<file path="src/rtl/note_player_dur_pkg.sv">
// Shared types and widths for the duration-timed note player.
// Imported by the player FSM and its frequency ROM.
package note_player_dur_pkg;

    localparam int STEP_W = 20;
    localparam int NOTE_W = 6;
    localparam int DUR_W  = 6;
    localparam int META_W = 3;

    localparam logic [NOTE_W-1:0] NOTE_REST = '0;

    typedef enum logic [1:0] {
        ST_IDLE,
        ST_LOOKUP,
        ST_PLAYING,
        ST_PAUSED
    } state_t;

endpackage

</file>
<file path="src/rtl/note_player_dur_frequency_rom.sv">
// 64 x 20 synchronous pitch-to-phase-increment ROM, one cycle read latency.
// Index 0 is the rest and reads as zero.
module frequency_rom
    import note_player_dur_pkg::*;
(
    input  logic              clk,
    input  logic [NOTE_W-1:0] addr,
    output logic [STEP_W-1:0] data
);

    // Top-octave increments; lower octaves are right shifts of these.
    function automatic logic [STEP_W-1:0] entry(input logic [NOTE_W-1:0] n);
        logic [NOTE_W-1:0] idx;
        logic [2:0]        oct;
        logic [3:0]        semi;
        logic [STEP_W-1:0] base;
        if (n == NOTE_REST) return '0;
        idx  = n - 6'd1;
        oct  = 3'(idx / 12);
        semi = 4'(idx % 12);
        unique case (semi)
            4'd0:    base = 20'd11121;
            4'd1:    base = 20'd11782;
            4'd2:    base = 20'd12483;
            4'd3:    base = 20'd13225;
            4'd4:    base = 20'd14011;
            4'd5:    base = 20'd14844;
            4'd6:    base = 20'd15727;
            4'd7:    base = 20'd16662;
            4'd8:    base = 20'd17653;
            4'd9:    base = 20'd18703;
            4'd10:   base = 20'd19815;
            default: base = 20'd20993;
        endcase
        return base >> (3'd5 - oct);
    endfunction

    always_ff @(posedge clk) begin
        data <= entry(addr);
    end

endmodule

</file>
<file path="src/rtl/note_player_dur.sv">
// Note player: looks up a pitch increment and times the note in beats,
// with pause/resume, pre-emption and a one-cycle completion pulse.
module note_player_dur
    import note_player_dur_pkg::*;
#(
    parameter int BEAT_W = 6
) (
    input  logic              clk,
    input  logic              reset,
    input  logic              play,
    input  logic              beat,
    input  logic              new_note,
    input  logic [NOTE_W-1:0] note,
    input  logic [DUR_W-1:0]  duration,
    input  logic [META_W-1:0] metadata,
    output logic [STEP_W-1:0] step_size,
    output logic              note_active,
    output logic              note_done,
    output logic [META_W-1:0] metadata_out
);

    state_t              state;
    logic [NOTE_W-1:0]   note_q;
    logic [DUR_W-1:0]    dur_q;
    logic [BEAT_W-1:0]   cnt;
    logic [BEAT_W-1:0]   cnt_inc;
    logic [BEAT_W-1:0]   cnt_nxt;
    logic [NOTE_W-1:0]   rom_addr;
    logic [STEP_W-1:0]   rom_data;
    logic                accept;
    logic                finish;

    assign accept = new_note && play
                 && (state == ST_IDLE || state == ST_PLAYING);

    // Address the ROM with the incoming note so the read lands during LOOKUP.
    assign rom_addr = accept ? note : note_q;

    assign cnt_inc = (&cnt) ? cnt : cnt + 1'b1;
    assign cnt_nxt = beat ? cnt_inc : cnt;
    assign finish  = (32'(cnt_nxt) == 32'(dur_q));

    frequency_rom u_rom (
        .clk  (clk),
        .addr (rom_addr),
        .data (rom_data)
    );

    always_ff @(posedge clk or posedge reset) begin
        if (reset) begin
            state        <= ST_IDLE;
            note_q       <= '0;
            dur_q        <= '0;
            cnt          <= '0;
            step_size    <= '0;
            note_active  <= 1'b0;
            note_done    <= 1'b0;
            metadata_out <= '0;
        end else begin
            note_done <= 1'b0;
            if (accept) begin
                state        <= ST_LOOKUP;
                note_q       <= note;
                dur_q        <= duration;
                metadata_out <= metadata;
                cnt          <= '0;
                note_active  <= 1'b1;
            end else begin
                unique case (state)
                    ST_IDLE: state <= ST_IDLE;
                    ST_LOOKUP: begin
                        state     <= ST_PLAYING;
                        step_size <= rom_data;
                    end
                    ST_PLAYING: begin
                        if (!play) begin
                            state     <= ST_PAUSED;
                            step_size <= '0;
                        end else if (finish) begin
                            state       <= ST_IDLE;
                            cnt         <= cnt_nxt;
                            step_size   <= '0;
                            note_active <= 1'b0;
                            note_done   <= 1'b1;
                        end else begin
                            cnt <= cnt_nxt;
                        end
                    end
                    ST_PAUSED: begin
                        if (play) begin
                            state     <= ST_PLAYING;
                            step_size <= rom_data;
                        end
                    end
                    default: state <= ST_IDLE;
                endcase
            end
        end
    end

endmodule

</file>
<file path="config.mk">
export PLATFORM = sky130hd
export DESIGN_NAME = note_player_dur
export DESIGN_NICKNAME = d
export VERILOG_FILES = /design/src/rtl/note_player_dur_pkg.sv /design/src/rtl/note_player_dur_frequency_rom.sv /design/src/rtl/note_player_dur.sv
export SDC_FILE = /design/constraint.sdc
export NUM_CORES = 1
export LEC_CHECK = 0
export CAP_MARGIN = 20
export CORE_UTILIZATION = 52
export CTS_CLUSTER_DIAMETER = 50
export DETAILED_ROUTE_END_ITERATION = 16
export PLACE_DENSITY = 0.78
export SLEW_MARGIN = 20
export SYNTH_ARGS = -nofsm -noshare
export SYNTH_HDL_FRONTEND = slang
export SYNTH_HIERARCHICAL = 1
export SYNTH_SLANG_ARGS = --single-unit
</file>
<file path="constraint.sdc">
create_clock -name clk -period 5.7 [get_ports clk]
set_input_delay 0.855 -clock clk [delete_from_list [all_inputs] [get_ports clk]]
set_output_delay 0.855 -clock clk [all_outputs]
set_load 0.05 [all_outputs]
</file>
Word level (Yosys, flattened, before mapping) --
Memory sizes are Yosys's and may differ from the RTL's. Index checks and enable logic that the tools add are counted.
Word-level totals: logic and storage cells 66, memory bits (read-only) 240, output and inout port bits 25, bits in registers 65, input bits 20, memories kept 1
Memories:
- (name not given) | words 16, width 15, read ports 1, clocked after memory_dff 0, write ports 0, line note_player_dur_frequency_rom.sv:21 | unique case (semi)
Cells by class: reductions and logical operators 14, multiplexer cells 27, add/sub/neg operators 3, equality and inequality tests 8, shift-type cells 1, divide/modulo/power cells 2, bitwise operators 1
Operators with widths (count):
- 2-to-1 mux 20 bit | 6
- one-hot mux 20 bit (3 select lines) | 1
- 2-to-1 mux 6 bit | 6
- divider 6 x 4 -> 32 bit, second input constant | 1
- modulo 6 x 4 -> 32 bit, second input constant | 1
- right shift 20 x 3 -> 20 bit | 1
- 2-to-1 mux 1 bit | 9
- 2-to-1 mux 2 bit | 4
- one-hot mux 2 bit (4 select lines) | 1
- adder 6 x 1 -> 6 bit, second input constant | 1
- == test 6 bit | 1
- zero test 6 bit | 1
- inequality test 3 bit, second input constant | 2
- AND reduction 6 bit | 1
- nonzero test 2 bit | 3
- subtractor 6 x 1 -> 6 bit, second input constant | 1
- == test 2 bit, second input constant | 2
- inequality test 4 bit, second input constant | 1
- AND reduction 2 bit | 2
- AND reduction 4 bit | 1
- AND reduction 3 bit | 1
- nonzero test 3 bit | 1
- subtractor 3 bit, first input constant | 1
- == test 2 x 1 -> 1 bit, second input constant | 1
- 5 further kinds | 6

Longest topological paths before layout --
Gate-level depths: netlist of the first run. An unclocked memory read counts as a cell.
depth in word-level cells 10, mapped depth 24, gate-level depth less buffers 21

Modules after synthesis --
The synthesis of the first run kept the hierarchy.
Modules (own cells, without submodules):
- note_player_dur | cells an instance 164, area each 2026.9 um^2, seq. area each 1126.1 um^2, times used 1
- frequency_rom | cells an instance 261, area each 1915.6 um^2, seq. area each 300.3 um^2, times used 1

Worst setup path before layout of the first run --
OpenSTA, ideal clock, no wires.
kind in2reg, start input port play, end register u_rom.data[8], cell stages on the path 21, path slack -0.428 ns, path buffers 1, arrival time 6.063 ns, cells stage by stage inv_1 -> nor2_1 -> nand2_1 -> clkbuf_1 -> mux2_2 -> clkinv_1 -> ha_1 -> nand2b_1 -> nor2_1 -> xor2_1 -> ha_1 -> nor2b_1 -> a2111oi_4 -> o21bai_1 -> ha_1 -> a211oi_2 -> mux2i_1 -> a21oi_1 -> or4_4 -> mux4_2 -> nor2_1
Between the ends: cells in the longest elaborated chain, start to end 9, elaborated cells on any way between the ends 13
Ends and longest elaborated chain:
- start, declared | line note_player_dur.sv:10 | input logic play,
- logical AND 1 bit (*) | line note_player_dur.sv:33 | assign accept = new_note && play
- logical AND 1 bit (*) | line note_player_dur.sv:34 | && (state == ST_IDLE || state == ST_PLAYING);
- 2-to-1 mux 6 bit (*)
- named net rom_addr[0] | line note_player_dur.sv:28 | logic [NOTE_W-1:0] rom_addr;
- subtractor 6 x 1 -> 6 bit | line note_player_dur_frequency_rom.sv:18 | idx = n - 6'd1;
- modulo 6 x 4 -> 32 bit | line note_player_dur_frequency_rom.sv:20 | semi = 4'(idx % 12);
- memory read (16 x 15 bit)
- 2-to-1 mux 20 bit | line note_player_dur_frequency_rom.sv:18
- right shift 20 x 3 -> 20 bit | line note_player_dur_frequency_rom.sv:35 | return base >> (3'd5 - oct);
- 2-to-1 mux 20 bit (*) | line note_player_dur_frequency_rom.sv:18
- end signal, assigned | line note_player_dur_frequency_rom.sv:39 | data <= entry(addr);
- end, declared | line note_player_dur_frequency_rom.sv:8 | output logic [STEP_W-1:0] data
Mark *: on every way through the listed nets, which the timed path passes. The rest lies on a longest branch. The select of a mux whose other input is x is not followed. A chain may end at the register's enable or synchronous reset.

Worst setup path in the final report of the first run --
Same ends and word-level chain as after synthesis.

==> flow_metrics.tcl, run 1 <==
set metrics [dict create \
    wl_um 10400 \
    yosysWarningCount 6 \
    avgSynthCellArea_um2 9.28 \
    grt_overflow 0 \
    max_freq_mhz 185 \
    drt_first_pass_iters 4 \
    period_minus_slack_ns 5.41 \
    gp_congestion 0.925 \
    clkSlewWorstSetupHoldPaths_ns 0.07 \
    ant_nets 0 \
    remaining_drc_errors 0 \
    synthMostInstantiatedCell "dfrtp_1" \
    powerDensity_mw_per_mm2 638 \
    antenna_cells 0 \
    synthFlopType "dfrtp_1" \
    synth-edff-count 0 \
    vias_per_cell 5.99 \
    vdd_drop_max_v 0.000573 \
    placedInstanceArea_mm2 0.00465 \
    drive_gt1_share_pct 20.2 \
    grt_pass1_wl_um 16300 \
    synthAdderAreaFrac_pct 4.13 \
    dieWidth_um 89.1 \
    netlist_instances 425 \
    critPathMaxStageDelay_ns 0.54 \
    rows 31 \
    status "finished clean" \
    grtUsageTotal_pct 27.0 \
    synth_top_area_share_pct 28.6 \
    critical_path.max_fanout 8 \
    cp_top_family "simple AND/OR/NAND/NOR gates" \
    die-area_mm2 0.00793 \
    io_pins 45 \
    worst_pin_slew_ns 1.01 \
    htree_levels 3 \
    fin_ws_ns 0.289 \
    holdPathEnd "step_size[1]" \
    clock_path_buffers 2 \
    postCtsHoldBufs 0 \
    initial_utilization_pct 54.1 \
    crit_path_end_kind "flop" \
    critical_path_buf_inv_count 3 \
    r2r_cells 20 \
    core_mm2 0.00729 \
    area_delta_synth_final_pct 24.1 \
    crit_type "primary input to flop" \
    leakagePower_nw 2.02 \
    drv_slew 0 \
    slew_headroom_pct 32.3 \
    cts_root_buffer "clkbuf_8" \
    min_from "u_rom/data[1]" \
    grt_pass1_vias 3225 \
    fin_crit_sh_pct 94.9 \
    vias 3533 \
    placedCellCount 572 \
    rrSetupSlack_ns 0.91 \
    yosysTopAreaCell "dfrtp_1" \
    n_fill_cell 576 \
    hold_path_depth 1 \
    synth_commonest_cells "dfrtp_1, nand2_1, a21oi_1" \
    path_cells "clkdlybuf4s50_1 -> inv_1 -> nor2_1 -> nand2_1 -> mux2_2 -> clkinv_2 -> ha_1 -> nand2b_1 -> nor2_1 -> xor2_2 -> ha_2 -> nor2b_4 -> a2111oi_4 -> o21bai_1 -> ha_1 -> a211oi_4 -> o21a_1 -> o31ai_1 -> and3_1 -> or4_4 -> mux4_2 -> nor2_1" \
    reg2reg_from "state[0]" \
    dr.first_iter.drc_count 214 \
    synth_top_family_by_area "compound AO/OA/AOI/OAI gates" \
    cts_tree "done" \
    synthMuxAreaShare_pct 7.58 \
    dpl_worst_slack_ns -0.0134 \
    cts_sinks 60 \
    die_h_um 89.1 \
    layoutNonFillerInstCount 590 \
    synth-simple-area-share_pct 16.9 \
    numPortBuffers 44 \
    finalSetupTns_ns 0 \
    setup_viol 0 \
    reg2reg_to "u_rom/data[8]" \
    fin_area_mm2 0.00489 \
    cp.arrival_ns 5.68 \
    syn-cell-area_mm2 0.00394 \
    fin_nets 519 \
    async_flop_share_pct 75.0 \
    cp.required_ns 5.97 \
    cts_made_buffers 9 \
    hold_viol 0 \
    slowest_stage "or4_4" \
    ys_top_cells_by_area "dfrtp_1, dfxtp_1, a22o_1" \
    cap_violations 0 \
    postLayoutCoreUtil_pct 67.1 \
    synth_xor_xnor_area_share_pct 2.44 \
    hp-class "flop to flop" \
    ys_seq_area_share_pct 36.2 \
    synth_compound_area_share_pct 26.9 \
    skew_ns 0.00984 \
    synth_cell_type_count 74 \
    antenna_found_initial 0 \
    clk_latency_ns 0.34 \
    avgRoutedWirePerCell_um 17.5 \
    grt_max_degree 46 \
    crit_path_frequent_cell "nor2_1" \
    dpl.hpwl_um 7520 \
    synth_seq_cells 60 \
    start_kind "primary input" \
]
==> worst max path at each step <==
stage                     start            end  slack, ns  depth (start not counted)
final                      play  u_rom/data[8]       0.29                         22
after global routing       play  u_rom/data[2]     -0.004                         23
after CTS                  play  u_rom/data[2]       0.32                         23
after detailed placement   play  u_rom/data[2]      -0.01                         21
after global placement     play  u_rom/data[8]        0.1                         22
after floorplan            play  u_rom/data[8]      0.009                         23
==> metal layers <==
layer	vias to the layer above	routed length, um	global-route usage, %	part of all wire [%]
li1	1714	-	-	-
met1	1693	4830	36.4	47
met4	0	146	7.50	1.4
met2	113	4870	44.8	47
met5	-	0	0	0
met3	13	504	4.89	4.9
==> cells by family (layout without fill, tap and decap cells) <==
| logic type | count (synthesis) | in the layout |
|---|---|---|
| XOR/XNOR | 11 | 11 |
| AND/OR/NAND/NOR | 124 | 124 |
| AO/OA/AOI/OAI | 145 | 145 |
| flip-flops | 60 | 60 |
| buffers and inverters | 46 | 108 |
| multiplexers | 25 | 25 |
| adder cells (fa/ha/maj) | 13 | 13 |
| other | 1 | 5 |
==> registers in the layout, summed over array words and instances (netlist names) <==
| signal | cells |
|---|---|
| step_size | 20 |
| u_rom/data | 15 |
| cnt | 6 |
| dur_q | 6 |
| note_q | 6 |
| metadata_out | 3 |
| state | 2 |
| note_active | 1 |
| note_done | 1 |
==> stage by stage <==
step	hold slack, ns	power, W
detailed placement	0.446	0.00267
CTS	0.459	0.00306
floorplan	0.433	0.00205
global route	0.468	0.00332
finish	0.457	0.00312
global placement	0.434	0.00264
==> power by group <==
group | switching, W | leakage [nW] | internal [W] | total [W]
Clock | 0.000173 | 0.100 | 0.000204 | 0.000376
Sequential | 0.0000649 | 0.692 | 0.000558 | 0.000623
Combinational | 0.00126 | 1.23 | 0.000864 | 0.00212
Total | 0.00150 | 2.02 | 0.00163 | 0.00312
==> repair_timing <==
item / 4_1_cts / 5_1_grt
endpoints found under the hold margin: 0 / 0
buffers inserted: 0 / 2
resized for setup: 0 / 4
endpoints found under the setup margin: 0 / 4
==> cells in the final DEF, fill, tap and decap left out, types with 4 or more instances in the layout <==
cell,n
mux2_2,17
clkbuf_8,9
o31ai_1,7
and2_1,4
o31a_1,4
dfxtp_1,15
nand2b_1,5
o21a_1,4
xnor2_1,6
nand3_1,7
conb_1,5
xor2_1,4
a22o_1,22
and3_1,7
buf_4,37
a31oi_1,9
clkdlybuf4s50_1,44
nor2_1,27
dfrtp_1,45
nand4_1,5
nand2_1,30
a311oi_1,4
a21oi_1,29
nor3_1,16
o21ai_0,21
a211oi_1,6
inv_1,8
ha_1,12
==> layout make-up <==
class / count / area (um2) / share of cell area, %
clock inverters: 7 / 73.8 / 1.51
inverters: 10 / 38.8 / 0.793
flip-flops and latches: 60 / 1430 / 29.2
clock buffers: 9 / 124 / 2.53
repair buffers: 82 / 729 / 14.9
well taps: 99 / 124 / 2.53
multi-input cells: 323 / 2380 / 48.6
No activity file was read; power rests on OpenSTA's default activity.
==> run 2, diff against run 1 <==
--- a/config.mk
+++ b/config.mk
@@ -6,10 +6,10 @@
 export NUM_CORES = 1
 export LEC_CHECK = 0
 export CAP_MARGIN = 20
-export CORE_UTILIZATION = 52
+export CORE_UTILIZATION = 25
 export CTS_CLUSTER_DIAMETER = 50
 export DETAILED_ROUTE_END_ITERATION = 16
-export PLACE_DENSITY = 0.78
+export RECOVER_POWER = 25
 export SLEW_MARGIN = 20
 export SYNTH_ARGS = -nofsm -noshare
 export SYNTH_HDL_FRONTEND = slang
==> run 2 against run 1 <==
Net effect:
- the run now ends with capacitance limit, slew limit left
- sequential power is 0.8% lower
- via count up 0.51%
- combinational power barely moved
- critical path type unchanged
- critical endpoint unchanged
- highest routed layer unchanged
==> flow_metrics.tcl, run 2 (synthesis gave the netlist of run 1 again) <==
set metrics [dict create \
    vias_per_cell 5.07 \
    skew_ns 0.00553 \
    io_pins 45 \
    clkSlewWorstSetupHoldPaths_ns 0.05 \
    leakagePower_nw 2.05 \
    grt_pass1_wl_um 17100 \
    cts_root_buffer "clkbuf_16" \
    holdPathEnd "step_size[3]" \
    grt_overflow 0 \
    failed_checks "capacitance limit, slew limit" \
    status "finished, violations left" \
    p_sw_share_pct 45.9 \
    fin_nets 517 \
    netSwitchingPower_w 0.00147 \
    core_mm2 0.0153 \
    wl_um 10500 \
    fin_crit_sh_pct 92.9 \
    cts_sinks 60 \
    ant_nets 0 \
    finalSetupTns_ns 0 \
    combPwrFrac_pct 65.1 \
    worst_pin_slew_ns 1.70 \
    clock_path_buffers 2 \
    rrSetupSlack_ns 1.04 \
    cts_tree "done" \
    post_cts_resized 0 \
    reg2reg_from "state[0]" \
    r2r_cells 21 \
    postCtsHoldBufs 0 \
    max_freq_mhz 189 \
    period_minus_slack_ns 5.30 \
    powerDensity_mw_per_mm2 630 \
    antenna_found_initial 0 \
    hold_viol 0 \
    layout_commonest_cell "dfrtp_1" \
    cp.required_ns 5.95 \
    grt_pass1_vias 3393 \
    min_from "u_rom/data[3]" \
    dr.first_iter.drc_count 260 \
    critical_path.max_fanout 9 \
    power_frac_seq_pct 19.3 \
    intPower_w 0.00174 \
    drive_gt1_share_pct 19.2 \
    layout_common_cells "dfrtp_1, clkdlybuf4s50_1, buf_4" \
    post_cts_buffers 0 \
    largest_reg_flops 20 \
    crit_path_end_kind "flop" \
    start_kind "primary input" \
    rows 45 \
    regMostFlops "step_size" \
    crit_type "primary input to flop" \
    cp.arrival_ns 5.55 \
    cap_violations 1 \
    antenna_cells 0 \
    hold_path_depth 1 \
    drv_slew 46 \
    area_delta_synth_final_pct 29.2 \
    htree_levels 3 \
    drt_first_pass_iters 4 \
    numPortBuffers 44 \
    clk_latency_ns 0.32 \
    postLayoutCoreUtil_pct 33.3 \
    slew_headroom_pct -13.1 \
    vias 3551 \
    hp-class "flop to flop" \
    dpl.hpwl_um 7610 \
    reg2reg_to "u_rom/data[8]" \
    die-area_mm2 0.0163 \
    die_h_um 128 \
    dieWidth_um 128 \
    reg.largest.list "step_size (20), u_rom/data (15)" \
    grtUsageTotal_pct 13.0 \
    vdd_drop_max_v 0.000202 \
    clkPwrFrac_pct 15.6 \
    avgRoutedWirePerCell_um 15.0 \
    initial_utilization_pct 25.7 \
    gp_congestion 0.896 \
    remaining_drc_errors 0 \
    setup_viol 0 \
    grt_max_degree 46 \
    cts_made_buffers 9 \
]
## run 2: cell type report
type | count | area [um2]
clock buffer | 14 | 274
inverter | 10 | 38.8
clock inverter | 2 | 10.0
fill | 1591 | 10200
sequential | 60 | 1430
multi-input combinational | 323 | 2370
tap | 211 | 264
timing repair buffer | 80 | 707
## run 2: worst max path at each step
stage	start	end	depth (start not counted)
finish	play	u_rom/data[8]	23
global route	play	u_rom/data[4]	23
CTS	play	u_rom/data[4]	23
detailed placement	play	u_rom/data[4]	23
global placement	play	u_rom/data[5]	23
floorplan	play	u_rom/data[8]	23
## run 2: worst max-delay path, cell delays in order
cell and delay (ns):
clkdlybuf4s50_1 0.47, inv_1 0.05, nor2_1 0.12, nand2_1 0.16, mux2_2 0.34, clkinv_2 0.06, ha_1 0.16, nand2b_1 0.08
nor2_1 0.18, xor2_2 0.26, inv_1 0.10, ha_1 0.25, a2111oi_4 0.34, o21bai_1 0.16, ha_1 0.21, a211oi_4 0.05
buf_4 0.16, mux2i_4 0.21, nand2_4 0.15, nor3_2 0.07, or4_4 0.54, mux4_2 0.46, nor2_1 0.11
## run 2: layer usage
layer / vias to the layer above / routed length (um) / track usage (%)
li1: 1714 / - / -
met1: 1705 / 4850 / 17.1
met2: 115 / 4880 / 21.2
met3: 17 / 558 / 2.05
met4: 0 / 193 / 5.40
met5: - / 0 / 0
## run 2: power by group through the flow
stage | clock network, W | registers [W] | logic [W]
floorplan | 0 | 0.000786 | 0.00127
global placement | 0 | 0.000621 | 0.00202
detailed placement | 0 | 0.000626 | 0.00203
CTS | 0.000514 | 0.000619 | 0.00204
global route | 0.000534 | 0.000631 | 0.00226
finish | 0.000502 | 0.000618 | 0.00209
## run 2: metrics by stage
step / hold slack [ns] / std cells / power [W] / worst slack (ns) / cell area [um2]
6_report: 0.453 / 700 / 0.00321 / 0.404 / 5090
2_1_floorplan: 0.433 / 429 / 0.00205 / 0.00927 / 4000
3_5_place_dp: 0.439 / 684 / 0.00266 / 0.0319 / 4780
4_1_cts: 0.452 / 700 / 0.00317 / 0.346 / 5060
3_3_place_gp: 0.437 / 684 / 0.00264 / 0.163 / 4780
5_1_grt: 0.465 / 700 / 0.00343 / -0.0103 / 5090
